[config.mk]
export PLATFORM = sky130hd
export DESIGN_NAME = mbist_march_ctrl
export DESIGN_NICKNAME = d
export VERILOG_FILES = /design/src/rtl/mbist_march_ctrl.sv
export SDC_FILE = /design/constraint.sdc
export NUM_CORES = 1
export LEC_CHECK = 0
export ABC_AREA = 1
export CAP_MARGIN = 20
export CORE_MARGIN = 3
export CORE_UTILIZATION = 40
export DETAILED_ROUTE_END_ITERATION = 10
export HOLD_SLACK_MARGIN = 0.06
export PLACE_DENSITY_LB_ADDON = 0.15
export SLEW_MARGIN = 5
export SYNTH_ARGS = -nofsm -noshare
export SYNTH_HDL_FRONTEND = slang
export SYNTH_SLANG_ARGS = --single-unit
[constraint.sdc]
create_clock -name clk -period 2.8 [get_ports clk]
set_input_delay 0.56 -clock clk [delete_from_list [all_inputs] [get_ports clk]]
set_output_delay 0.56 -clock clk [all_outputs]
set_load 0.005 [all_outputs]
[src/rtl/mbist_march_ctrl.sv]
// March-algorithm memory BIST controller (MATS+ / March C-) placed between a functional
// port and a synchronous single-port RAM; logs first failure and counts failing reads.
module mbist_march_ctrl #(
    parameter int SIZE   = 6,
    parameter int LENGTH = 8,
    parameter int FCNT_W = 8
) (
    input  logic              clk,
    input  logic              rst,
    input  logic              start,
    input  logic              alg,
    input  logic              bg_sel,
    input  logic              csin,
    input  logic              rwbarin,
    input  logic [SIZE-1:0]   address,
    input  logic [LENGTH-1:0] datain,
    output logic [LENGTH-1:0] dataout,
    output logic              mem_cs,
    output logic              mem_rwbar,
    output logic [SIZE-1:0]   mem_addr,
    output logic [LENGTH-1:0] mem_wdata,
    input  logic [LENGTH-1:0] mem_rdata,
    output logic              busy,
    output logic              done,
    output logic              fail,
    output logic [SIZE-1:0]   fail_addr,
    output logic [LENGTH-1:0] fail_data,
    output logic [FCNT_W-1:0] fail_count
);

    typedef enum logic [1:0] {
        S_IDLE  = 2'd0,
        S_RUN   = 2'd1,
        S_DRAIN = 2'd2,
        S_DONE  = 2'd3
    } state_t;

    // One march element: up to two ops per address, each op = {read, use ~B}.
    typedef struct packed {
        logic [1:0] nops;
        logic       down;
        logic       rd0;
        logic       inv0;
        logic       rd1;
        logic       inv1;
        logic       last;
    } elem_t;

    localparam logic [SIZE-1:0]   ADDR_MIN = {SIZE{1'b0}};
    localparam logic [SIZE-1:0]   ADDR_MAX = {SIZE{1'b1}};
    localparam logic [FCNT_W-1:0] CNT_MAX  = {FCNT_W{1'b1}};

    function automatic logic [LENGTH-1:0] background(input logic sel);
        logic [LENGTH-1:0] b;
        for (int i = 0; i < LENGTH; i++) begin
            b[i] = sel & (i % 2 == 1);
        end
        return b;
    endfunction

    // Element table, indexed by {alg, element}: fields nops,down,rd0,inv0,rd1,inv1,last
    function automatic elem_t elem_info(input logic a, input logic [2:0] idx);
        elem_t e;
        case ({a, idx})
            4'b0_000: e = {2'd1, 1'b0, 1'b0, 1'b0, 1'b0, 1'b0, 1'b0}; // {w0}
            4'b0_001: e = {2'd2, 1'b0, 1'b1, 1'b0, 1'b0, 1'b1, 1'b0}; // up{r0,w1}
            4'b0_010: e = {2'd2, 1'b1, 1'b1, 1'b1, 1'b0, 1'b0, 1'b1}; // down{r1,w0}
            4'b1_000: e = {2'd1, 1'b0, 1'b0, 1'b0, 1'b0, 1'b0, 1'b0}; // {w0}
            4'b1_001: e = {2'd2, 1'b0, 1'b1, 1'b0, 1'b0, 1'b1, 1'b0}; // up{r0,w1}
            4'b1_010: e = {2'd2, 1'b0, 1'b1, 1'b1, 1'b0, 1'b0, 1'b0}; // up{r1,w0}
            4'b1_011: e = {2'd2, 1'b1, 1'b1, 1'b0, 1'b0, 1'b1, 1'b0}; // down{r0,w1}
            4'b1_100: e = {2'd2, 1'b1, 1'b1, 1'b1, 1'b0, 1'b0, 1'b0}; // down{r1,w0}
            4'b1_101: e = {2'd1, 1'b0, 1'b1, 1'b0, 1'b0, 1'b0, 1'b1}; // {r0}
            default:  e = {2'd1, 1'b0, 1'b0, 1'b0, 1'b0, 1'b0, 1'b1};
        endcase
        return e;
    endfunction

    state_t            state_r, state_nxt_s;
    logic              alg_r, bg_r;
    logic [2:0]        elem_r;
    logic              op_r;
    logic [SIZE-1:0]   addr_r;
    logic              busy_r, done_r;
    logic              cmp_valid_r;
    logic [LENGTH-1:0] cmp_exp_r;
    logic [SIZE-1:0]   cmp_addr_r;
    logic              fail_r;
    logic [SIZE-1:0]   fail_addr_r;
    logic [LENGTH-1:0] fail_data_r;
    logic [FCNT_W-1:0] fail_count_r;

    elem_t             cur_s, nxt_elem_s;
    logic              cur_rd_s, cur_inv_s, op_last_s, addr_term_s;
    logic [SIZE-1:0]   nxt_start_s;
    logic [LENGTH-1:0] bg_s, eng_wdata_s, syndrome_s;
    logic              start_ok_s, run_end_s;

    // Decode of the current op and the address sequencing conditions
    always_comb begin
        cur_s       = elem_info(alg_r, elem_r);
        nxt_elem_s  = elem_info(alg_r, elem_r + 3'd1);
        cur_rd_s    = op_r ? cur_s.rd1  : cur_s.rd0;
        cur_inv_s   = op_r ? cur_s.inv1 : cur_s.inv0;
        op_last_s   = (cur_s.nops == 2'd1) || op_r;
        addr_term_s = cur_s.down ? (addr_r == ADDR_MIN) : (addr_r == ADDR_MAX);
        nxt_start_s = nxt_elem_s.down ? ADDR_MAX : ADDR_MIN;
        bg_s        = background(bg_r);
        eng_wdata_s = cur_inv_s ? ~bg_s : bg_s;
        syndrome_s  = mem_rdata ^ cmp_exp_r;
        start_ok_s  = start && ((state_r == S_IDLE) || (state_r == S_DONE));
        run_end_s   = op_last_s && addr_term_s && cur_s.last;
    end

    // Next-state logic
    always_comb begin
        state_nxt_s = state_r;
        case (state_r)
            S_IDLE, S_DONE: begin
                if (start) state_nxt_s = S_RUN;
                else       state_nxt_s = state_r;
            end
            S_RUN: begin
                if (run_end_s) state_nxt_s = S_DRAIN;
                else           state_nxt_s = S_RUN;
            end
            S_DRAIN: state_nxt_s = S_DONE;
            default: state_nxt_s = S_IDLE;
        endcase
    end

    // State register with registered busy/done flags
    always_ff @(posedge clk) begin
        if (rst) begin
            state_r <= S_IDLE;
            busy_r  <= 1'b0;
            done_r  <= 1'b0;
        end else begin
            state_r <= state_nxt_s;
            busy_r  <= (state_nxt_s == S_RUN) || (state_nxt_s == S_DRAIN);
            done_r  <= (state_nxt_s == S_DONE);
        end
    end

    // Element / op / address sequencing; configuration latched at start
    always_ff @(posedge clk) begin
        if (rst) begin
            alg_r  <= 1'b0;
            bg_r   <= 1'b0;
            elem_r <= 3'd0;
            op_r   <= 1'b0;
            addr_r <= ADDR_MIN;
        end else if (start_ok_s) begin
            alg_r  <= alg;
            bg_r   <= bg_sel;
            elem_r <= 3'd0;
            op_r   <= 1'b0;
            addr_r <= ADDR_MIN;
        end else if (state_r == S_RUN) begin
            if (!op_last_s) begin
                op_r <= 1'b1;
            end else begin
                op_r <= 1'b0;
                if (addr_term_s) begin
                    elem_r <= elem_r + 3'd1;
                    addr_r <= nxt_start_s;
                end else if (cur_s.down) begin
                    addr_r <= addr_r - {{(SIZE-1){1'b0}}, 1'b1};
                end else begin
                    addr_r <= addr_r + {{(SIZE-1){1'b0}}, 1'b1};
                end
            end
        end else begin
            op_r <= op_r;
        end
    end

    // Compare pipeline and failure logging; mem_rdata checked one cycle after the read
    always_ff @(posedge clk) begin
        if (rst) begin
            cmp_valid_r  <= 1'b0;
            cmp_exp_r    <= {LENGTH{1'b0}};
            cmp_addr_r   <= {SIZE{1'b0}};
            fail_r       <= 1'b0;
            fail_addr_r  <= {SIZE{1'b0}};
            fail_data_r  <= {LENGTH{1'b0}};
            fail_count_r <= {FCNT_W{1'b0}};
        end else begin
            cmp_valid_r <= (state_r == S_RUN) && cur_rd_s;
            cmp_exp_r   <= eng_wdata_s;
            cmp_addr_r  <= addr_r;
            if (start_ok_s) begin
                fail_r       <= 1'b0;
                fail_addr_r  <= {SIZE{1'b0}};
                fail_data_r  <= {LENGTH{1'b0}};
                fail_count_r <= {FCNT_W{1'b0}};
            end else if (cmp_valid_r && (syndrome_s != {LENGTH{1'b0}})) begin
                fail_r <= 1'b1;
                if (fail_count_r != CNT_MAX) fail_count_r <= fail_count_r + {{(FCNT_W-1){1'b0}}, 1'b1};
                else                         fail_count_r <= fail_count_r;
                if (!fail_r) begin
                    fail_addr_r <= cmp_addr_r;
                    fail_data_r <= syndrome_s;
                end else begin
                    fail_addr_r <= fail_addr_r;
                end
            end else begin
                fail_r <= fail_r;
            end
        end
    end

    // RAM port mux: engine owns the RAM while running, otherwise functional bypass
    always_comb begin
        mem_cs    = csin;
        mem_rwbar = rwbarin;
        mem_addr  = address;
        mem_wdata = datain;
        dataout   = mem_rdata;
        if ((state_r == S_RUN) || (state_r == S_DRAIN)) begin
            mem_cs    = (state_r == S_RUN);
            mem_rwbar = cur_rd_s;
            mem_addr  = addr_r;
            mem_wdata = eng_wdata_s;
            dataout   = {LENGTH{1'b0}};
        end else begin
            dataout   = mem_rdata;
        end
    end

    assign busy       = busy_r;
    assign done       = done_r;
    assign fail       = fail_r;
    assign fail_addr  = fail_addr_r;
    assign fail_data  = fail_data_r;
    assign fail_count = fail_count_r;

endmodule
==> impl_summary.txt, run 1 <==
----------------------------------------------------
[Yosys]
  Count leader, synth ... sky130_fd_sc_hd__nand2_1
  Number of synthesis warnings ... 0
  Synth Instances ... 447
  Top_reg_cell synth ... sky130_fd_sc_hd__dfxtp_1
  Area of the mapped netlist ... 2970 um^2
  Average cell area after synthesis ... 6.63 um^2
  Number of distinct standard cells referenced by the synthesized netlist ... 32
  Post-synthesis sequential element count ... 48
  Post-Syn Nets ... 490
  Number of synthesized flops with an enable pin ... 0
  Top-area cell type share of the netlist area ... 32.4%
  Top cells by area in the synthesized netlist ... sky130_fd_sc_hd__dfxtp_1, sky130_fd_sc_hd__nand2_1, sky130_fd_sc_hd__inv_1
  Sequential fraction of the synthesis area ... 32.4%
  Fraction of registers with async set/reset ... 0%
  Most instantiated cells after synthesis ... sky130_fd_sc_hd__nand2_1, sky130_fd_sc_hd__inv_1, sky130_fd_sc_hd__nor2_1
  Top cell type by total area after synthesis ... sky130_fd_sc_hd__dfxtp_1

[Final layout]
  Synth-to-Final Area Change ... 33.9%
  Proportion of layout cells with a drive suffix above 1 ... 12.5%
  Antenna diode instance count ... 0
  Final core utilization ... 56.9%
  Number of inserted filler cells in the final layout ... 688
  Final-stage net count ... 564

[Route]
  Amount of wire on met2 after detailed routing ... 3480 um
  Total wire length after detailed routing ... 7260 um
  Average wire per cell in the routed design ... 11.8 um
  Vias per std cell ... 4.75
  Number of vias after detailed routing ... 2933
  Top routing layer in use ... met4
  Remaining routing DRC violations ... 0
  Total met3 wirelength after detailed routing ... 317 um
  Number of routed nets with antenna violations ... 0
  WL met1 ... 3380 um
  Iteration-0 DRC count of the detailed router ... 78
  First-pass DRT Iterations ... 4

[Pwr]
  Ratio of total power to cell area ... 388 nW/um^2
  Max VDD drop ... 0.323 mV
  Static leakage ... 1.77 nW

[STA]
  Setup ws final ... 115 ps
  Final clock skew ... 3.28 ps
  Highest clock rate ... 372 MHz
  Actual transition at the worst max-transition pin ... 525 ps
  Fraction of the cycle the final worst path needs ... 95.9%
  Final setup TNS ... 0 ps
  Final hold viol count ... 0
  Shortest clock period the worst path allows after layout ... 2680 ps
  Setup repair after global routing missed its margin ... yes
  Max Slew Vio Count ... 0
  Final setup fails ... 0
  Tightest slew margin relative to the limit ... 65.0%

[Setup path]
  Type of the worst setup path ... reg2out
  Register-to-Register Path Depth ... 14
  Largest driver fanout on the critical path ... 6
  Critical Path Sink Type ... output port
  Data arrival time of the critical path ... 2120 ps
  Worst EP required ... 2240 ps
  Worst R2R Start ... elem_r[0]
  Endpoint of the lowest-slack register-to-register path ... addr_r[4]
  Critical path origin ... elem_r[0]
  Reg-to-reg setup timing slack ... 440 ps
  Critical Path Start Type ... flop

[Clock tree]
  Maximum clock insertion buffer count ... 2
  Number of buffers inserted by hold repair at cts ... 0
  Clock root buffer ... sky130_fd_sc_hd__clkbuf_8
  Source-to-sink clock delay at the later pin of the worst-skew pair ... 300 ps
  Clock input transition at the sequential cells of the worst setup and hold paths ... 100 ps
  H-tree levels ... 2
  Total clock buffers created by CTS ... 5
  Clock tree from TritonCTS ... done
  CTS sink count ... 48

[Placed design]
  DP Wirelength ... 5500 um
  GPL Wtd Cong ... 0.883
  Placement Setup Slack ... 266 ps
  Port-buffer cells ... 77

[Global routing]
  Grt ovf ... 0
  Global-route wire length before repair ... 12400 um
  Antenna violations before repair ... 0
  Pin count of the biggest net entering global routing ... 25
  Global routing usage summed across all routing layers ... 17.5%
  Via count of the first global-routing pass ... 2715

[Outcome]
  Status ... completed

[Floorplan]
  Number of top-level design ports ... 78
  Horizontal extent of the die ... 92.1 um
  Num rows ... 30
  Starting density of the core ... 42.5%
  Area enclosed by the die boundary ... 8480 um^2
  Height of the die ... 92.1 um
  Core region area ... 6980 um^2

[Worst hold path]
  Number of cells on the worst hold path ... 2
  Hold Path Origin ... fail_data[0]
  Classification of the worst-slack hold path ... reg2reg
  Hold Path Sink ... fail_data[0]

[Job]
  # Max-Cap Violations ... 0

----------------------------------------------------
[critical path, stage by stage (launching register included)]
cell and delay, ps:
sky130_fd_sc_hd__dfxtp_2 390, sky130_fd_sc_hd__inv_1 100, sky130_fd_sc_hd__ha_1 210, sky130_fd_sc_hd__nand3_1 120
sky130_fd_sc_hd__nand2_1 70, sky130_fd_sc_hd__nand2_1 70, sky130_fd_sc_hd__o21ai_2 80, sky130_fd_sc_hd__nand2_1 130
sky130_fd_sc_hd__nand3_4 100, sky130_fd_sc_hd__nand2_1 70, sky130_fd_sc_hd__clkdlybuf4s50_1 490
[report_power, final]
group	internal (mW)	switching, mW
combinational	0.151	0.148
sequential	0.699	0.0186
clock	0.269	0.253
total	1.12	0.419
[worst max path at each step]
stage / to / slack [ps] / depth (start not counted)
global route: mem_wdata[7] / -20 / 10
global placement: mem_wdata[7] / 380 / 11
finish: mem_wdata[7] / 120 / 10
floorplan: addr_r[4] / 650 / 14
CTS: mem_wdata[5] / 20 / 11
detailed placement: mem_wdata[5] / 270 / 11
[per-layer routing]
| metal | GRT usage [%] | vias up |
|---|---|---|
| met2 | 29.9 | 57 |
| met1 | 22.6 | 1310 |
| met5 | 0 | - |
| met4 | 4.08 | 0 |
| met3 | 3.61 | 9 |
| li1 | - | 1557 |
[stage by stage]
stage / hold WS (ps) / cell area (um^2) / power (mW) / std cells
2_1_floorplan: 451 / 2970 / 0.879 / 447
3_3_place_gp: 451 / 3800 / 1.03 / 608
3_5_place_dp: 452 / 3800 / 1.03 / 608
4_1_cts: 467 / 3920 / 1.55 / 616
5_1_grt: 494 / 3970 / 1.62 / 618
6_report: 466 / 3970 / 1.54 / 618
[registers in the layout (all words and copies together), names as in the netlist, 2 cells and up]
signal	flops
fail_count	8
fail_data	8
addr_r	6
cmp_addr_r	6
fail_addr	6
elem_r	3
cmp_exp_r	2
state_r	2
[area by class of cell]
class,instances,area [um^2],area share [%]
Multi-Input combinational cell,319,1700,42.8
Sequential cell,48,966,24.3
Timing Repair Buffer,84,831,20.9
Inverter,63,239,6.02
Tap cell,96,120,3.03
Clock buffer,5,68.8,1.73
Clock inverter,3,47.5,1.20
[logic make-up after synthesis]
logic type	after synthesis	synth area share, %
simple gates	244	37.1
compound gates	55	11.4
xor+xnor	6	1.77
buf+inv	80	11.1
flops	48	32.4
fa+ha+maj	14	6.16
[repair_timing]
item	CTS	global route
pin swaps	0	2
cloned	0	0
endpoints found under the hold margin	0	0
setup buffers	0	2
gates resized for setup	3	13
endpoints found under the setup margin	4	18
[cells in the final DEF, fill, tap and decap left out, types with 3 or more instances in the layout]
cell,n
sky130_fd_sc_hd__nand3_1,14
sky130_fd_sc_hd__nand3_2,6
sky130_fd_sc_hd__nand2_1,129
sky130_fd_sc_hd__ha_1,12
sky130_fd_sc_hd__a21oi_1,20
sky130_fd_sc_hd__nor2_1,49
sky130_fd_sc_hd__dfxtp_1,46
sky130_fd_sc_hd__buf_4,7
sky130_fd_sc_hd__o21ai_0,16
sky130_fd_sc_hd__dlymetal6s2s_1,3
sky130_fd_sc_hd__a21oi_2,10
sky130_fd_sc_hd__inv_1,56
sky130_fd_sc_hd__a211oi_1,3
sky130_fd_sc_hd__nand4_1,21
sky130_fd_sc_hd__nand2_2,16
sky130_fd_sc_hd__clkbuf_8,5
sky130_fd_sc_hd__xnor2_1,4
sky130_fd_sc_hd__inv_2,6
sky130_fd_sc_hd__clkdlybuf4s50_1,74
Power figures use the tool's default switching activity.
==> run 2, diff against run 1 <==
ABC_AREA = unset   (was 1)
==> impl_summary.txt, run 2 <==
----------------------------------------------------
[Outcome]
  Status ... completed

[Pwr]
  Switching share of total power ... 36.5% (+9.2 points)
  Static leakage ... 1.39 nW (-22%)
  Int Power ... 1.67 mW (+49%)
  Ratio of total power to cell area ... 731 nW/um^2 (+89%)
  Max VDD drop ... 0.361 mV (+12%)
  Total net switching power ... 0.959 mW (+130%)
  Clock network power share ... 15.3% (-19 points)
  Fraction of power consumed by combinational cells ... 52.4% (+33 points)
  Sequential share of power ... 32.4% (-14 points)

[Clock tree]
  Clock root buffer ... sky130_fd_sc_hd__clkbuf_8
  Clock tree from TritonCTS ... done
  CTS sink count ... 48 (unchanged)
  Total clock buffers created by CTS ... 5 (unchanged)
  Maximum clock insertion buffer count ... 2 (unchanged)
  H-tree levels ... 2 (unchanged)
  Source-to-sink clock delay at the later pin of the worst-skew pair ... 300 ps (about the same)
  Clock input transition at the sequential cells of the worst setup and hold paths ... 90 ps (about the same)
  Number of buffers inserted by hold repair at cts ... 0 (unchanged)

[Global routing]
  Pin count of the biggest net entering global routing ... 29 (+16%)
  Global-route wire length before repair ... 10800 um (-13%)
  Antenna violations before repair ... 0 (unchanged)
  Grt ovf ... 0 (unchanged)
  Global routing usage summed across all routing layers ... 17.4% (-0.10 points)
  Via count of the first global-routing pass ... 2283 (-16%)

[Yosys]
  Number of synthesized flops with an enable pin ... 0 (unchanged)
  Most instantiated cells after synthesis ... sky130_fd_sc_hd__dfxtp_1, sky130_fd_sc_hd__o21ai_0, sky130_fd_sc_hd__nand2_1
  Top cells by area in the synthesized netlist ... sky130_fd_sc_hd__dfxtp_1, sky130_fd_sc_hd__ha_1, sky130_fd_sc_hd__o21ai_0
  Top-area cell type share of the netlist area ... 36.8% (+4.4 points)
  Fraction of registers with async set/reset ... 0% (unchanged)
  Post-synthesis sequential element count ... 48 (unchanged)
  Count leader, synth ... sky130_fd_sc_hd__dfxtp_1
  Number of synthesis warnings ... 0 (unchanged)
  Average cell area after synthesis ... 8.35 um^2 (+26%)
  Synth Instances ... 313 (-30%)
  Top cell type by total area after synthesis ... sky130_fd_sc_hd__dfxtp_1
  Post-Syn Nets ... 356 (-27%)
  Top_reg_cell synth ... sky130_fd_sc_hd__dfxtp_1
  Sequential fraction of the synthesis area ... 36.8% (+4.4 points)
  Area of the mapped netlist ... 2610 um^2 (-12%)
  Number of distinct standard cells referenced by the synthesized netlist ... 43 (+34%)

[STA]
  Max Slew Vio Count ... 0 (unchanged)
  Fraction of the cycle the final worst path needs ... 94.9% (-0.95 points)
  Tightest slew margin relative to the limit ... 53.1% (-12 points)
  Final clock skew ... 5.67 ps (+2.39 ps)
  Final setup TNS ... 0 ps (unchanged)
  Actual transition at the worst max-transition pin ... 700 ps (+175 ps)
  Setup repair after global routing missed its margin ... no
  Final setup fails ... 0 (unchanged)
  Setup ws final ... 142 ps (+26.5 ps)
  Shortest clock period the worst path allows after layout ... 2660 ps (-26.5 ps)
  Post-route worst hold slack ... 455 ps (-10.8 ps)
  Highest clock rate ... 376 MHz (+1.0%)
  Final hold viol count ... 0 (unchanged)

[Final layout]
  Most frequent cells in the layout ... sky130_fd_sc_hd__clkdlybuf4s50_1, sky130_fd_sc_hd__dfxtp_1, sky130_fd_sc_hd__nand2_1
  Non-Filler Instances ... 467 (-24%)
  Final core utilization ... 58.7% (+1.8 points)
  Antenna diode instance count ... 0 (unchanged)
  Number of inserted filler cells in the final layout ... 576 (-16%)
  Proportion of layout cells with a drive suffix above 1 ... 10.5% (-2.0 points)
  Final-stage net count ... 435 (-23%)
  Synth-to-Final Area Change ... 37.6%
  Area of combinational cells with multiple inputs ... 1530 um^2 (-9.7%)
  Commonest non-fill, non-tap cell in the layout ... sky130_fd_sc_hd__clkdlybuf4s50_1
  Area taken by flip-flops and latches ... 970 um^2 (+0.39%)

[Placed design]
  Placement Setup Slack ... 46.1 ps (-220 ps)
  GPL Wtd Cong ... 0.868 (-1.7%)
  Placed Instances ... 456 (-25%)
  DP Wirelength ... 4900 um (-11%)
  Port-buffer cells ... 77 (unchanged)

[Floorplan]
  Horizontal extent of the die ... 86.8 um (-5.7%)
  Number of top-level design ports ... 78 (unchanged)
  Height of the die ... 86.8 um (-5.7%)
  Num rows ... 28 (-6.7%)
  Starting density of the core ... 42.6% (+0.14 points)
  Area enclosed by the die boundary ... 7540 um^2 (-11%)
  Core region area ... 6130 um^2 (-12%)

[Job]
  # Max-Cap Violations ... 0 (unchanged)

[Route]
  Total wire length after detailed routing ... 6310 um (-13%)
  Average wire per cell in the routed design ... 13.5 um (+15%)
  Remaining routing DRC violations ... 0 (unchanged)
  Number of routed nets with antenna violations ... 0 (unchanged)
  Iteration-0 DRC count of the detailed router ... 98 (+26%)
  Number of vias after detailed routing ... 2463 (-16%)
  First-pass DRT Iterations ... 4 (unchanged)
  Vias per std cell ... 5.27 (+11%)

[Setup path]
  Critical Path Sink Type ... output port
  Critical Path Max Stage Delay ... 370 ps (-120 ps)
  Data arrival time of the critical path ... 2100 ps (-20 ps)
  Type of the worst setup path ... reg2out
  CP max stage cell ... sky130_fd_sc_hd__dfxtp_4
  Cells along the critical path ... inv_1 > ha_2 > inv_1 > o21ai_0 > o21ai_1 > buf_4 > xor2_1 > buf_4 > o21ai_0 > dlygate4sd2_1
  Largest driver fanout on the critical path ... 5 (-1)
  Worst EP required ... 2240 ps (about the same)
  Critical Path Start Type ... flop

[Worst hold path]
  Classification of the worst-slack hold path ... reg2reg

----------------------------------------------------
[run 2: layout make-up]
type / count / area share, %
timing repair buffer: 89 / 23.7
sequential: 48 / 27.0
multi-input combinational: 231 / 42.7
inverter: 17 / 1.77
tap: 75 / 2.61
clock inverter: 2 / 0.348
clock buffer: 5 / 1.91
[run 2: through the flow]
step | instance area [um^2] | total power, mW
finish | 3600 | 2.63
global placement | 3470 | 2.28
CTS | 3580 | 2.66
detailed placement | 3470 | 2.32
floorplan | 2610 | 1.60
global route | 3600 | 2.85
[run 2: logic make-up after synthesis]
family / Yosys count / share of synthesized area (%)
compound gates: 81 / 20.1
xor+xnor: 15 / 5.03
fa+ha+maj: 14 / 6.99
buf+inv: 34 / 5.17
flops: 48 / 36.8
mux: 11 / 4.69
simple gates: 110 / 21.2
[run 2: worst paths after layout]
kind	slack, ps	depth (start not counted)	start	to
worst max-delay path	140	10	elem_r[0]	mem_wdata[5]
worst min-delay path	460	2	cmp_addr_r[0]	fail_addr[0]
worst max register to register	190	9	elem_r[0]	busy
worst min register to register	460	2	cmp_addr_r[0]	fail_addr[0]
[run 2: routing by layer]
metal	up-vias	routed length, um	share of wire, %	GRT usage [%]
met4	0	37	0.59	2.55
met1	1151	2760	44	22.5
met3	4	288	4.6	3.99
met5	-	0	0	0
li1	1264	-	-	-
met2	44	3230	51	30.0
[run 2: worst max-delay path, delay by kind of cell (launching register included)]
family / cells / cell delay, ps
flip-flops: 1 / 370
buffers and inverters: 5 / 680
adder cells (fa/ha/maj): 1 / 190
XOR/XNOR: 1 / 150
AO/OA/AOI/OAI: 3 / 400
[run 2: power by group through the flow]
| stage | sequential, mW | clock [mW] | combinational [mW] |
|---|---|---|---|
| after floorplan | 0.836 | 0 | 0.767 |
| after global placement | 0.864 | 0 | 1.42 |
| after detailed placement | 0.870 | 0 | 1.45 |
| after CTS | 0.853 | 0.413 | 1.39 |
| after global routing | 0.866 | 0.438 | 1.54 |
| final | 0.851 | 0.401 | 1.38 |
[run 2: what timing repair did]
action                                  CTS  global route
resized for setup                        15             7
pin swaps                                 2             1
endpoints found under the setup margin    9             5
buffers inserted                          4             0
